**config.mk**
```make
export PLATFORM = sky130hd
export DESIGN_NAME = mux_rr_arbiter_flat
export DESIGN_NICKNAME = d
export VERILOG_FILES = /design/src/rtl/mux_arb_pkg.sv /design/src/rtl/mux_rr_arbiter_if.sv /design/src/rtl/mux41_bit.sv /design/src/rtl/mux41_bus.sv /design/src/rtl/mux_rr_arbiter.sv /design/src/flat_wrapper.sv
export SDC_FILE = /design/constraint.sdc
export NUM_CORES = 1
export LEC_CHECK = 0
export CAP_MARGIN = 5
export CORE_ASPECT_RATIO = 0.75
export CORE_UTILIZATION = 25
export CTS_BUF_LIST = sky130_fd_sc_hd__clkbuf_4 sky130_fd_sc_hd__clkbuf_8 sky130_fd_sc_hd__clkbuf_16
export DETAILED_ROUTE_END_ITERATION = 7
export GPL_TIMING_DRIVEN = 0
export PLACE_DENSITY = 0.59
export SLEW_MARGIN = 20
export SYNTH_ARGS = -nofsm -noshare
export SYNTH_HDL_FRONTEND = slang
export SYNTH_SLANG_ARGS = --single-unit
```
**constraint.sdc**
```tcl
create_clock -name clk -period 4.7 [get_ports clk]
set_input_delay 0.47 -clock clk [delete_from_list [all_inputs] [get_ports clk]]
set_output_delay 0.47 -clock clk [all_outputs]
set_load 0.03 [all_outputs]
```
**src/rtl/mux_arb_pkg.sv**
```systemverilog
// Shared types, widths and the round-robin winner search for the 4-way lane arbiter.
package mux_arb_pkg;

    localparam int unsigned N_REQ = 4;
    localparam int unsigned SEL_W = 2;
    localparam int unsigned CNT_W = 8;

    typedef enum logic {
        IDLE  = 1'b0,
        GRANT = 1'b1
    } state_e;

    typedef struct packed {
        logic             found;
        logic [SEL_W-1:0] idx;
    } rr_pick_t;

    // First set bit scanning ptr+1, ptr+2, ... wrapping mod N_REQ.
    function automatic rr_pick_t rr_next(input logic [SEL_W-1:0] ptr,
                                         input logic [N_REQ-1:0] valid);
        rr_pick_t         res;
        logic [SEL_W-1:0] cand;
        res = '0;
        for (int k = 1; k <= int'(N_REQ); k++) begin
            cand = ptr + SEL_W'(k);
            if (!res.found && valid[cand]) begin
                res.found = 1'b1;
                res.idx   = cand;
            end
        end
        return res;
    endfunction

endpackage

```
**src/rtl/mux_rr_arbiter_if.sv**
```systemverilog
// Requester/consumer bundle around the shared lane; master = requesters and consumer, slave = arbiter.
interface mux_rr_arbiter_if import mux_arb_pkg::*; #(
    parameter int unsigned DATA_W = 8
);
    logic [N_REQ-1:0]        req_valid;
    logic [N_REQ*DATA_W-1:0] req_data;
    logic [N_REQ-1:0]        req_last;
    logic [N_REQ-1:0]        req_ready;
    logic                    out_valid;
    logic [DATA_W-1:0]       out_data;
    logic                    out_last;
    logic                    out_ready;
    logic [SEL_W-1:0]        sel;
    logic                    busy;
    logic                    preempt;

    modport master (
        output req_valid, req_data, req_last, out_ready,
        input  req_ready, out_valid, out_data, out_last, sel, busy, preempt
    );

    modport slave (
        input  req_valid, req_data, req_last, out_ready,
        output req_ready, out_valid, out_data, out_last, sel, busy, preempt
    );
endinterface

```
**src/rtl/mux41_bit.sv**
```systemverilog
// Gate-level single-bit 4:1 mux.
module mux41_bit (
    input  logic [3:0] d,
    input  logic [1:0] s,
    output logic       y
);
    assign y = (d[0] & ~s[1] & ~s[0]) |
               (d[1] & ~s[1] &  s[0]) |
               (d[2] &  s[1] & ~s[0]) |
               (d[3] &  s[1] &  s[0]);
endmodule

```
**src/rtl/mux41_bus.sv**
```systemverilog
// W-bit 4:1 mux built from one gate-level bit mux per bit; input lane i is d[i*W +: W].
module mux41_bus #(
    parameter int unsigned W = 8
) (
    input  logic [4*W-1:0] d,
    input  logic [1:0]     s,
    output logic [W-1:0]   y
);
    for (genvar i = 0; i < int'(W); i++) begin : g_bit
        logic [3:0] col;
        assign col = {d[3*W+i], d[2*W+i], d[W+i], d[i]};
        mux41_bit u_bit (.d(col), .s(s), .y(y[i]));
    end
endmodule

```
**src/rtl/mux_rr_arbiter.sv**
```systemverilog
// Round-robin burst arbiter sharing one 4:1 data lane; grant held until last beat or HOLD_MAX beats.
module mux_rr_arbiter import mux_arb_pkg::*; #(
    parameter int unsigned DATA_W   = 8,
    parameter int unsigned HOLD_MAX = 16
) (
    input  logic                clk,
    input  logic                rst_n,
    mux_rr_arbiter_if.slave     bus
);
    state_e           state_q, state_d;
    logic [SEL_W-1:0] sel_q, sel_d;
    logic [SEL_W-1:0] ptr_q, ptr_d;
    logic [CNT_W-1:0] cnt_q, cnt_d;
    logic             preempt_q, preempt_d;

    logic [DATA_W-1:0] data_c;
    logic              last_c;
    logic              valid_c;
    logic              fire_c;
    logic              limit_c;
    logic [CNT_W:0]    cnt_inc_c;
    logic [N_REQ-1:0]  ready_c;
    rr_pick_t          pick_c;

    mux41_bus #(.W(DATA_W)) u_data_mux (.d(bus.req_data), .s(sel_q), .y(data_c));
    mux41_bus #(.W(1))      u_last_mux (.d(bus.req_last), .s(sel_q), .y(last_c));

    assign valid_c   = bus.req_valid[sel_q];
    assign fire_c    = (state_q == GRANT) && valid_c && bus.out_ready;
    assign cnt_inc_c = (CNT_W+1)'(cnt_q) + (CNT_W+1)'(1);
    assign limit_c   = (HOLD_MAX != 0) && (cnt_inc_c == (CNT_W+1)'(HOLD_MAX));

    // Next-state, pointer, beat counter and handshake gating.
    always_comb begin
        state_d   = state_q;
        sel_d     = sel_q;
        ptr_d     = ptr_q;
        cnt_d     = cnt_q;
        preempt_d = 1'b0;
        ready_c   = '0;
        pick_c    = rr_next(ptr_q, bus.req_valid);
        case (state_q)
            IDLE: begin
                if (pick_c.found) begin
                    sel_d   = pick_c.idx;
                    cnt_d   = '0;
                    state_d = GRANT;
                end
            end
            GRANT: begin
                ready_c[sel_q] = bus.out_ready;
                if (fire_c) begin
                    // Counter saturates at all-ones rather than wrapping.
                    cnt_d = cnt_inc_c[CNT_W] ? cnt_q : cnt_inc_c[CNT_W-1:0];
                    if (last_c || limit_c) begin
                        state_d   = IDLE;
                        ptr_d     = sel_q;
                        preempt_d = limit_c && !last_c;
                    end
                end
            end
            default: state_d = IDLE;
        endcase
    end

    always_ff @(posedge clk) begin
        if (!rst_n) begin
            state_q   <= IDLE;
            sel_q     <= '0;
            ptr_q     <= SEL_W'(3);
            cnt_q     <= '0;
            preempt_q <= 1'b0;
        end else begin
            state_q   <= state_d;
            sel_q     <= sel_d;
            ptr_q     <= ptr_d;
            cnt_q     <= cnt_d;
            preempt_q <= preempt_d;
        end
    end

    assign bus.req_ready = ready_c;
    assign bus.out_valid = (state_q == GRANT) && valid_c;
    assign bus.out_data  = data_c;
    assign bus.out_last  = last_c;
    assign bus.sel       = sel_q;
    assign bus.busy      = (state_q == GRANT);
    assign bus.preempt   = preempt_q;

endmodule

```
**src/flat_wrapper.sv**
```systemverilog
// flat-port wrapper written by rule: the top's interface ports become plain ports
module mux_rr_arbiter_flat import mux_arb_pkg::*;
#(
    parameter int unsigned DATA_W   = 8,
    parameter int unsigned HOLD_MAX = 16
)
  (clk, rst_n, bus_req_valid, bus_req_data, bus_req_last, bus_out_ready, bus_req_ready, bus_out_valid, bus_out_data, bus_out_last, bus_sel, bus_busy, bus_preempt);
  mux_rr_arbiter_if #(.DATA_W(DATA_W)) bus_i ();
  input  logic clk;
  input  logic rst_n;
  input wire logic [$bits(bus_i.req_valid)-1:0] bus_req_valid;
  input wire logic [$bits(bus_i.req_data)-1:0] bus_req_data;
  input wire logic [$bits(bus_i.req_last)-1:0] bus_req_last;
  input wire logic [$bits(bus_i.out_ready)-1:0] bus_out_ready;
  output wire logic [$bits(bus_i.req_ready)-1:0] bus_req_ready;
  output wire logic [$bits(bus_i.out_valid)-1:0] bus_out_valid;
  output wire logic [$bits(bus_i.out_data)-1:0] bus_out_data;
  output wire logic [$bits(bus_i.out_last)-1:0] bus_out_last;
  output wire logic [$bits(bus_i.sel)-1:0] bus_sel;
  output wire logic [$bits(bus_i.busy)-1:0] bus_busy;
  output wire logic [$bits(bus_i.preempt)-1:0] bus_preempt;
  assign bus_i.req_valid = bus_req_valid;
  assign bus_i.req_data = bus_req_data;
  assign bus_i.req_last = bus_req_last;
  assign bus_i.out_ready = bus_out_ready;
  assign bus_req_ready = bus_i.req_ready;
  assign bus_out_valid = bus_i.out_valid;
  assign bus_out_data = bus_i.out_data;
  assign bus_out_last = bus_i.out_last;
  assign bus_sel = bus_i.sel;
  assign bus_busy = bus_i.busy;
  assign bus_preempt = bus_i.preempt;
  mux_rr_arbiter #(.DATA_W(DATA_W), .HOLD_MAX(HOLD_MAX)) u_core (.clk(clk), .rst_n(rst_n), .bus(bus_i));
endmodule
```
==> results of run 1 <==
[flip-flops by register name, summed over array words and instances, names as in the netlist]
signal / flops
u_core.cnt_q: 8
u_core.bus.sel: 2
u_core.ptr_q: 2
u_core.bus.busy: 1
u_core.bus.preempt: 1
[placed cells by master, fill, tap and decap left out, types with 4 or more instances in the layout]
master                            instances
sky130_fd_sc_hd__clkbuf_1                 5
sky130_fd_sc_hd__nor2_1                  14
sky130_fd_sc_hd__buf_4                    8
sky130_fd_sc_hd__mux4_2                   7
sky130_fd_sc_hd__nor3_1                   6
sky130_fd_sc_hd__nand2_1                  4
sky130_fd_sc_hd__inv_1                    4
sky130_fd_sc_hd__o21ai_0                  8
sky130_fd_sc_hd__clkdlybuf4s50_1         60
sky130_fd_sc_hd__a21oi_1                 14
sky130_fd_sc_hd__dfxtp_1                 14
sky130_fd_sc_hd__and3_1                   5
[cells by family after synthesis]
family | count (synthesis) | synth area share
adders and majority gates | 1 | 0.0106
DFF | 14 | 0.238
buffers and inverters | 20 | 0.0967
and+or+nand+nor | 51 | 0.253
muxes | 12 | 0.204
AOI/OAI and AO/OA | 37 | 0.198
[routing by layer]
| layer | up-vias | GRT usage | wire (um) |
|---|---|---|---|
| met5 | - | 0 | 0 |
| met4 | 0 | 0.0230 | 10 |
| met3 | 2 | 0.0326 | 244 |
| met2 | 35 | 0.240 | 1400 |
| met1 | 566 | 0.190 | 1660 |
| li1 | 638 | - | - |
[layout make-up]
cell class,instances,area [um^2],area share
multi-input combinational,101,783,0.414
sequential,14,280,0.148
clock buffer,3,41.3,0.0218
buffer,16,98.8,0.0523
timing repair buffer,60,601,0.318
inverter,4,15.0,0.00794
tap,57,71.3,0.0377
[final timing paths]
check                                       start         endpoint  slack, ps  depth (start not counted)
worst min register to register    u_core.cnt_q[5]  u_core.cnt_q[5]        490                          1
worst max register to register  u_core.bus.sel[1]  u_core.cnt_q[4]       2680                          7
worst max-delay path            u_core.bus.sel[0]  bus_out_data[0]       1670                          5
worst min-delay path              u_core.cnt_q[5]  u_core.cnt_q[5]        490                          1
[power groups by stage]
stage               registers (W)  logic [W]  clock network (W)
floorplan                0.000132  0.0000958                  0
global placement         0.000129   0.000175                  0
detailed placement       0.000129   0.000176                  0
CTS                      0.000126   0.000177          0.0000987
global route             0.000127   0.000189           0.000105
finish                   0.000126   0.000175          0.0000953
[worst max-delay path, cell delays in order (launching register included)]
cell	delay, ps
sky130_fd_sc_hd__dfxtp_1	340
sky130_fd_sc_hd__buf_6	130
sky130_fd_sc_hd__clkbuf_1	540
sky130_fd_sc_hd__mux4_2	580
sky130_fd_sc_hd__buf_4	140
sky130_fd_sc_hd__clkdlybuf4s50_1	580
[per-stage QoR]
stage               hold slack, ps   util  cells  setup WS [ps]
floorplan                      449      -    135           2430
global placement               464  0.412    252           1880
detailed placement             478  0.412    252           1860
CTS                            491  0.421    255           1590
global route                   534  0.421    255           1450
finish                         490  0.421    255           1670
==> PnR_summary.wiki, run 1 <==
{| class="wikitable"
! Metric !! Value
|-
| RSZ-0062 raised after global routing || no
|-
| Result of the run || complete, no violations
|-
| Netlist area before placement || 1180 um^2
|-
| Root cell of the clock tree || sky130_fd_sc_hd__clkbuf_8
|-
| Fillers || 453
|-
| Clock sink count || 14
|-
| Fraction of final layout cells with drive strength greater than 1 || 0.121
|-
| Leading area contributor after synthesis || sky130_fd_sc_hd__dfxtp_1
|-
| Sequential fraction of design power || 0.318
|-
| Clock power share || 0.240
|-
| Final weighted congestion in routability-driven placement || 0.778
|-
| Combinational cell fraction of total power || 0.441
|-
| DIE WIDTH || 81.2 um
|-
| Tot GR Track Use || 0.142
|-
| Post-synth top cells || 14 x sky130_fd_sc_hd__a21oi_1, 14 x sky130_fd_sc_hd__dfxtp_1, 14 x sky130_fd_sc_hd__nor2_1
|-
| Sw Ratio || 0.304
|-
| P_int || 0.000276 W
|-
| Leak || 0.678 nW
|-
| Worst Clk Skew || 3.90 ps
|-
| Post-route fraction of the period consumed by the critical path || 0.645
|-
| Net total in the final layout || 244
|-
| Total congestion overflow after global routing || 0
|-
| Antenna cell count || 0
|-
| Setup fix buffers added after clock tree synthesis || 0
|-
| Number of global-route vias before repair || 1160
|-
| TritonCTS clock tree || done
|-
| Buffer depth of the longest clock path || 2
|-
| Floorplan die area || 4990 um^2
|-
| Synthesis-stage register bit count || 14
|-
| Synth top area share || 0.238
|-
| Number of top-level pins || 61
|-
| Classification of the worst setup path || reg2out
|-
| Worst voltage drop across the vdd grid || 79.2 uV
|-
| Cells taking the most area after synthesis || sky130_fd_sc_hd__dfxtp_1 24%, sky130_fd_sc_hd__mux4_2 13%, sky130_fd_sc_hd__a21oi_1 6.0%
|-
| Die height || 61.4 um
|-
| Maximum clock rate || 330 MHz
|-
| Placed wire-length estimate || 2.65 mm
|-
| Final instance area || 1890 um^2
|-
| Arrival @ worst endpoint || 2560 ps
|-
| Crit end category || primary output
|-
| Classification of the worst-slack hold path || reg2reg
|-
| DRT antenna net count || 0
|-
| Count of warnings emitted by yosys || 0
|-
| Final hold violation count || 0
|-
| Synthesized Nets || 179
|-
| Count of max-cap constraint violations || 0
|-
| Hold buffer count at CTS || 0
|-
| Resize count post-CTS || 0
|-
| Tot Pwr || 0.000397 W
|-
| CTS Buf Count || 3
|-
| Final-report setup violation count || 0
|-
| Required time of the critical path || 4230 ps
|-
| Post-detailed-placement cell area || 1850 um^2
|-
| Power Density || 210 nW/um^2
|-
| Fraction of the yosys area taken by sequential cells || 0.238
|-
| Critical path startpoint category || register
|-
| Average vias per placed instance || 4.87
|-
| Worst-margin pin slew || 707 ps
|-
| H-tree level count || 1
|-
| Insertion delay of the later-clocked pin in the worst-skew pair || 240 ps
|-
| Antenna violations before repair || 0
|-
| Core Footprint || 4490 um^2
|-
| Synthesis-to-finish area growth || 60.6%
|-
| Max FO, Critical Path || 10
|-
| Clock period minus worst slack || 3030 ps
|-
| Routed WL per cell || 13.0 um
|-
| Switching Power || 0.000121 W
|-
| Number of enable flip-flop cells after synthesis || 0
|-
| Final total negative setup slack || 0 ps
|-
| Global-route wire length before repair || 5.40 mm
|-
| Maximum number of pins on one net before global-route repair || 11
|-
| Routed vias || 1241
|-
| Distinct cell type count after synthesis || 40
|-
| Detailed-router iteration count before antenna repair || 4
|-
| Routed wire length || 3.32 mm
|-
| Number of pins exceeding their max-slew limit in the final report || 0
|-
| Effective utilization at floorplan || 0.262
|-
| Std-Cell Rows || 21
|-
| DRT iter0 DRCs || 33
|-
| Post-synthesis cell count || 135
|-
| Clock-pin slew of the registers on the worst-case setup and hold paths || 60 ps
|-
| Mapped Avg Cell Area || 8.72 um^2
|-
| Post-synth ARST share || 0
|-
| Post-route DRC violation count || 0
|-
| Total of buffers placed on input and output ports || 60
|-
| Relative slew slack || 0.529
|-
| Most common flop cell mapped by yosys || sky130_fd_sc_hd__dfxtp_1
|}
No activity file was read; power rests on OpenSTA's default activity.
==> inputs of run 2 (changes only) <==
--- a/config.mk
+++ b/config.mk
@@ -11,7 +11,7 @@
 export CTS_BUF_LIST = sky130_fd_sc_hd__clkbuf_4 sky130_fd_sc_hd__clkbuf_8 sky130_fd_sc_hd__clkbuf_16
 export DETAILED_ROUTE_END_ITERATION = 7
 export GPL_TIMING_DRIVEN = 0
-export PLACE_DENSITY = 0.59
+export PLACE_DENSITY = 0.61
 export SLEW_MARGIN = 20
 export SYNTH_ARGS = -nofsm -noshare
 export SYNTH_HDL_FRONTEND = slang
==> constraint.sdc (replaced) <==
create_clock -name clk -period 2.6 [get_ports clk]
set_input_delay 0.26 -clock clk [delete_from_list [all_inputs] [get_ports clk]]
set_output_delay 0.26 -clock clk [all_outputs]
set_load 0.03 [all_outputs]
==> run 2 against run 1 <==
Against the previous run:
- core utilization fell by 0.17 points
- cell count fell by 0.78%
- count of clock-buffer cells in the layout did not move
- combinational power rose by 78%
- clock skew barely moved
- sequential power rose by 81%
- clock power rose by 86%
- critical path depth did not move
- critical endpoint is now bus_out_valid
- largest cell class unchanged
- largest power group unchanged
==> PnR_summary.wiki, run 2 (same netlist as run 1, synthesis figures left out) <==
{| class="wikitable"
! Metric !! Value
|-
| Result of the run || complete, no violations
|-
| Register containing the most flip-flops in the final layout || u_core.cnt_q
|-
| Capturing element of the worst setup path || bus_out_valid
|-
| Routed WL per cell || 12.5 um
|-
| Die height || 61.4 um
|-
| Placed wire-length estimate || 2.59 mm
|-
| DRT antenna net count || 0
|-
| Count of max-cap constraint violations || 0
|-
| Critical register-to-register path startpoint || u_core.bus.sel[1]
|-
| Beginning of the critical path || u_core.bus.sel[1]
|-
| Worst Clk Skew || 3.72 ps
|-
| Final hold violation count || 0
|-
| Effective utilization at floorplan || 0.262
|-
| Peak per-stage delay on the critical path || 590 ps
|-
| Worst hold path startpoint || u_core.cnt_q[5]
|-
| Classification of the worst-slack hold path || reg2reg
|-
| Fillers || 435
|-
| Classification of the worst setup path || reg2out
|-
| Antenna violations before repair || 0
|-
| Clock-pin slew of the registers on the worst-case setup and hold paths || 60 ps
|-
| DRT iter0 DRCs || 70
|-
| Number of cells in the finished layout apart from fillers || 253
|-
| Most common cell after layout, fill and taps aside || sky130_fd_sc_hd__clkdlybuf4s50_1
|-
| Antenna cell count || 0
|-
| Final total negative setup slack || 0 ps
|-
| Total congestion overflow after global routing || 0
|-
| Core Footprint || 4490 um^2
|-
| Root cell of the clock tree || sky130_fd_sc_hd__clkbuf_8
|-
| Insertion delay of the later-clocked pin in the worst-skew pair || 250 ps
|-
| Clock sink count || 14
|-
| Tot Pwr || 0.000717 W
|-
| Required time of the critical path || 2340 ps
|-
| Cell type of the slowest stage on the worst timing path || sky130_fd_sc_hd__clkdlybuf4s50_1
|-
| Post-Place Worst Slack || -13.1 ps
|-
| Synthesis-to-finish area growth || 59.9%
|-
| Arrival @ worst endpoint || 2080 ps
|-
| Power Density || 381 nW/um^2
|-
| Final-report setup violation count || 0
|-
| Crit end category || primary output
|-
| Area used by multi-input combinational logic || 783 um^2
|-
| Critical path startpoint category || register
|-
| Setup ws final || 259 ps
|-
| Post-route core utilization || 0.419
|-
| Average vias per placed instance || 4.98
|-
| Tot GR Track Use || 0.141
|-
| Worst voltage drop across the vdd grid || 158 uV
|-
| Detailed-router iteration count before antenna repair || 4
|-
| Leak || 0.676 nW
|-
| Maximum clock rate || 427 MHz
|-
| Reg-to-reg critical path endpoint || u_core.cnt_q[4]
|-
| DIE WIDTH || 81.2 um
|-
| Post-route fraction of the period consumed by the critical path || 0.900
|-
| Worst-margin pin slew || 463 ps
|-
| Hold buffer count at CTS || 0
|-
| Clock period minus worst slack || 2340 ps
|-
| Flip-flop count of the largest register, all copies and words added || 8
|-
| CTS Buf Count || 3
|-
| Routed wire length || 3.17 mm
|-
| Placed Instances || 252
|-
| Most used cells in the layout excluding fill and tap cells || 60 x sky130_fd_sc_hd__clkdlybuf4s50_1, 14 x sky130_fd_sc_hd__nor2_1, 14 x sky130_fd_sc_hd__a21oi_1, 14 x sky130_fd_sc_hd__dfxtp_1
|-
| RSZ-0062 raised after global routing || no
|-
| Reg2Reg Setup Slack || 450 ps
|-
| Final weighted congestion in routability-driven placement || 0.766
|-
| Fraction of final layout cells with drive strength greater than 1 || 0.122
|-
| Number of pins exceeding their max-slew limit in the final report || 0
|-
| Std-Cell Rows || 21
|-
| Floorplan die area || 4990 um^2
|-
| Sequential Area || 280 um^2
|-
| Depth of the most critical reg-to-reg path || 7
|-
| Global-route wire length before repair || 5.51 mm
|-
| H-tree level count || 1
|-
| Maximum number of pins on one net before global-route repair || 17
|-
| Critical Path, Cell by Cell || buf_2, mux2i_1, nand2b_1, and3_1, clkdlybuf4s50_1
|-
| Relative slew slack || 0.692
|-
| Buffer depth of the longest clock path || 2
|-
| Total of buffers placed on input and output ports || 60
|-
| Number of global-route vias before repair || 1184
|-
| Net total in the final layout || 242
|-
| TritonCTS clock tree || done
|-
| Post-route DRC violation count || 0
|-
| Number of top-level pins || 61
|-
| Max FO, Critical Path || 16
|-
| Routed vias || 1261
|}
[run 2: repair_timing]
action | CTS | global route
resized for setup | 0 | 0
endpoints found under the setup margin | 6 | 0
endpoints found under the hold margin | 0 | 0
buffers inserted | 0 | 0
[run 2: cell type report]
type                            count  area share
Tap cell                           57      0.0379
Buffer                             14      0.0485
Sequential cell                    14       0.149
Timing Repair Buffer               60       0.319
Inverter                            4     0.00797
Multi-Input combinational cell    101       0.416
Clock buffer                        3      0.0219
[run 2: per-layer routing]
| metal | vias to the layer above | global-route usage | part of all wire |
|---|---|---|---|
| li1 | 631 | - | - |
| met2 | 44 | 0.245 | 0.44 |
| met4 | 0 | 0.0153 | 0.0035 |
| met3 | 2 | 0.0311 | 0.089 |
| met1 | 584 | 0.187 | 0.47 |
| met5 | - | 0 | 0 |
[run 2: worst min-delay path by stage]
| stage | end | cells after the start |
|---|---|---|
| 2_1_floorplan | u_core.bus.preempt | 2 |
| 3_3_place_gp | u_core.cnt_q[5] | 1 |
| 3_5_place_dp | u_core.cnt_q[5] | 1 |
| 4_1_cts | u_core.cnt_q[5] | 1 |
| 5_1_grt | u_core.cnt_q[5] | 1 |
| 6_report | u_core.cnt_q[5] | 1 |
[run 2: critical path, delay by kind of cell (launching register included)]
| family | cells | cell delay [ps] |
|---|---|---|
| buffers and inverters | 2 | 920 |
| flip-flops | 1 | 320 |
| multiplexers | 1 | 330 |
| AND/OR/NAND/NOR | 2 | 250 |
[run 2: per-stage QoR]
stage          hold slack, ps  cell area, um^2
4_1_cts                   490             1880
2_1_floorplan             397             1180
3_5_place_dp              477             1850
6_report                  489             1880
5_1_grt                   514             1880
3_3_place_gp              471             1850
[run 2: power breakdown]
| group | internal, W | switching (W) | leakage, nW | total [W] |
|---|---|---|---|---|
| Combinational | 0.000174 | 0.000138 | 0.541 | 0.000312 |
| Clock | 0.000103 | 0.0000745 | 0.0216 | 0.000177 |
| Sequential | 0.000221 | 0.00000662 | 0.114 | 0.000228 |
| Total | 0.000498 | 0.000219 | 0.676 | 0.000717 |
==> RTL edit (config.mk and constraints of run 2) <==
`DATA_W` is set to 8 in 3 places; all go to 4.
--- a/src/rtl/mux_rr_arbiter_if.sv
+++ b/src/rtl/mux_rr_arbiter_if.sv
@@ -2,3 +2,3 @@
 interface mux_rr_arbiter_if import mux_arb_pkg::*; #(
-    parameter int unsigned DATA_W = 8
+    parameter int unsigned DATA_W = 4
 );
--- a/src/rtl/mux_rr_arbiter.sv
+++ b/src/rtl/mux_rr_arbiter.sv
@@ -2,3 +2,3 @@
 module mux_rr_arbiter import mux_arb_pkg::*; #(
-    parameter int unsigned DATA_W   = 8,
+    parameter int unsigned DATA_W   = 4,
     parameter int unsigned HOLD_MAX = 16
--- a/src/flat_wrapper.sv
+++ b/src/flat_wrapper.sv
@@ -3,3 +3,3 @@
 #(
-    parameter int unsigned DATA_W   = 8,
+    parameter int unsigned DATA_W   = 4,
     parameter int unsigned HOLD_MAX = 16
Ports: changed (resized bus_out_data and bus_req_data); port bits go from 61 to 41. The function was not compared with the original's and may differ.
==> RTL edit against run 2 <==
  * Worst setup slack improved by 0.077 ns
  * Design area down 16%
  * Die area is 10% lower
  * Register-to-register slack improved by 0.28 ns
  * Largest cell class unchanged
  * Via count down 15%
  * Sequential cell count is the same
  * Highest routed layer unchanged
  * Sequential power rose by 5%
  * Area after synthesis is 11% lower
  * Critical path type unchanged
  * Wire length is 3.9% lower
  * Clock skew is 0.00061 ns higher
  * Cell count decreased by 13%
  * Total power grew 6.0%
==> RTL edit: results (changes against run 2) <==
{| class="wikitable"
! Metric !! Value
|-
| Detailed placement HPWL || 2.37 mm (-8.5%)
|-
| Port buffer count || 40 (-33%)
|-
| Count of nets after finishing || 193 (-20%)
|-
| Capturing element of the worst setup path || bus_out_data[0]
|-
| Met3 GRT Util || 0.0504 (+0.0193)
|-
| Launch point of the worst reg-to-reg path || u_core.bus.sel[0]
|-
| Hold path startpoint || u_core.cnt_q[7]
|-
| Gate power share || 0.392 (-0.043)
|-
| Fraction of the yosys area taken by sequential cells || 0.267 (+0.0286)
|-
| Maximum net fanout on the critical path || 9 (-7)
|-
| Worst slack after detailed placement || 0.428 ns (+0.441 ns)
|-
| Area contributors post-synth || dfxtp_1, mux4_2, mux2i_1
|-
| List of most frequent post-synthesis cells || nor2_1, dfxtp_1, nand3_1
|-
| Vias in the first global route || 1017 (-14%)
|-
| GRT Resource Usage Total || 0.143 (+0.00170)
|-
| Minimum clock period || 2.26 ns (-0.0774 ns)
|-
| Detailed router's first-iteration violation count || 47 (-33%)
|-
| Share of total power in the clock network || 0.294 (+0.047)
|-
| Leakage power of the design || 0.565 nW (-16%)
|-
| Hold-critical path depth || 2 (+1)
|-
| Worst Max-Slew Pin Slew || 0.506 ns (+0.0434 ns)
|-
| Mean Syn Cell Area || 8.76 um2 (+0.43%)
|-
| Nets in the synthesized netlist || 148 (-17%)
|-
| Routed metal-1 wirelength || 1.44 mm (-2.6%)
|-
| Met2 demand-to-capacity share in global routing || 0.230 (-0.0153)
|-
| Global routing met1 resource utilization || 0.176 (-0.0109)
|-
| Worst Path Arrival || 2.00 ns (-0.08 ns)
|-
| Maximum number of pins on one net before global-route repair || 11 (-6)
|-
| Count of unique library cells instantiated by Yosys || 42 (+5.0%)
|-
| Routed length on met3 || 244 um (-13%)
|-
| WHS || 0.520 ns (+0.0310 ns)
|-
| Cell area after placement || 0.00152 mm2 (-18%)
|-
| Worst Reg-to-Reg Cells || 6 (-1)
|-
| Total length of routed wires || 3.05 mm (-3.9%)
|-
| Reg-to-reg endpoint || u_core.bus.busy
|-
| Cell count after placement || 215 (-15%)
|-
| Placer congestion estimate || 0.883 (+15%)
|-
| Status || finished clean
|-
| Global-route wire length before repair || 4.83 mm (-12%)
|}
-- RTL edit: changes by cell type after synthesis, moves of 4 or more --
cell	change
o21ai_0	-7
nand3_1	+6
nand2_1	+4
a21oi_1	-7
and3_1	-4
-- RTL edit: tightest hold or removal path, stage by stage (launching register included) --
cell     delay (ns)
dfxtp_1        0.34
nand2_1        0.07
o22ai_1        0.07
-- RTL edit: layout make-up --
| type | instances | area, um2 |
|---|---|---|
| flip-flops and latches | 14 | 280 |
| clock buffers | 4 | 55.1 |
| fillers | 413 | 2450 |
| multi-input cells | 92 | 688 |
| inverters | 5 | 18.8 |
| repair buffers | 40 | 400 |
| plain buffers | 9 | 63.8 |
| well taps | 55 | 68.8 |
-- RTL edit: logic make-up after synthesis --
group / count (synthesis) / synth area share
buffers and inverters: 14 / 0.0786
adders and majority gates: 1 / 0.0119
DFF: 14 / 0.267
muxes: 12 / 0.175
AOI/OAI and AO/OA: 31 / 0.232
and+or+nand+nor: 48 / 0.236
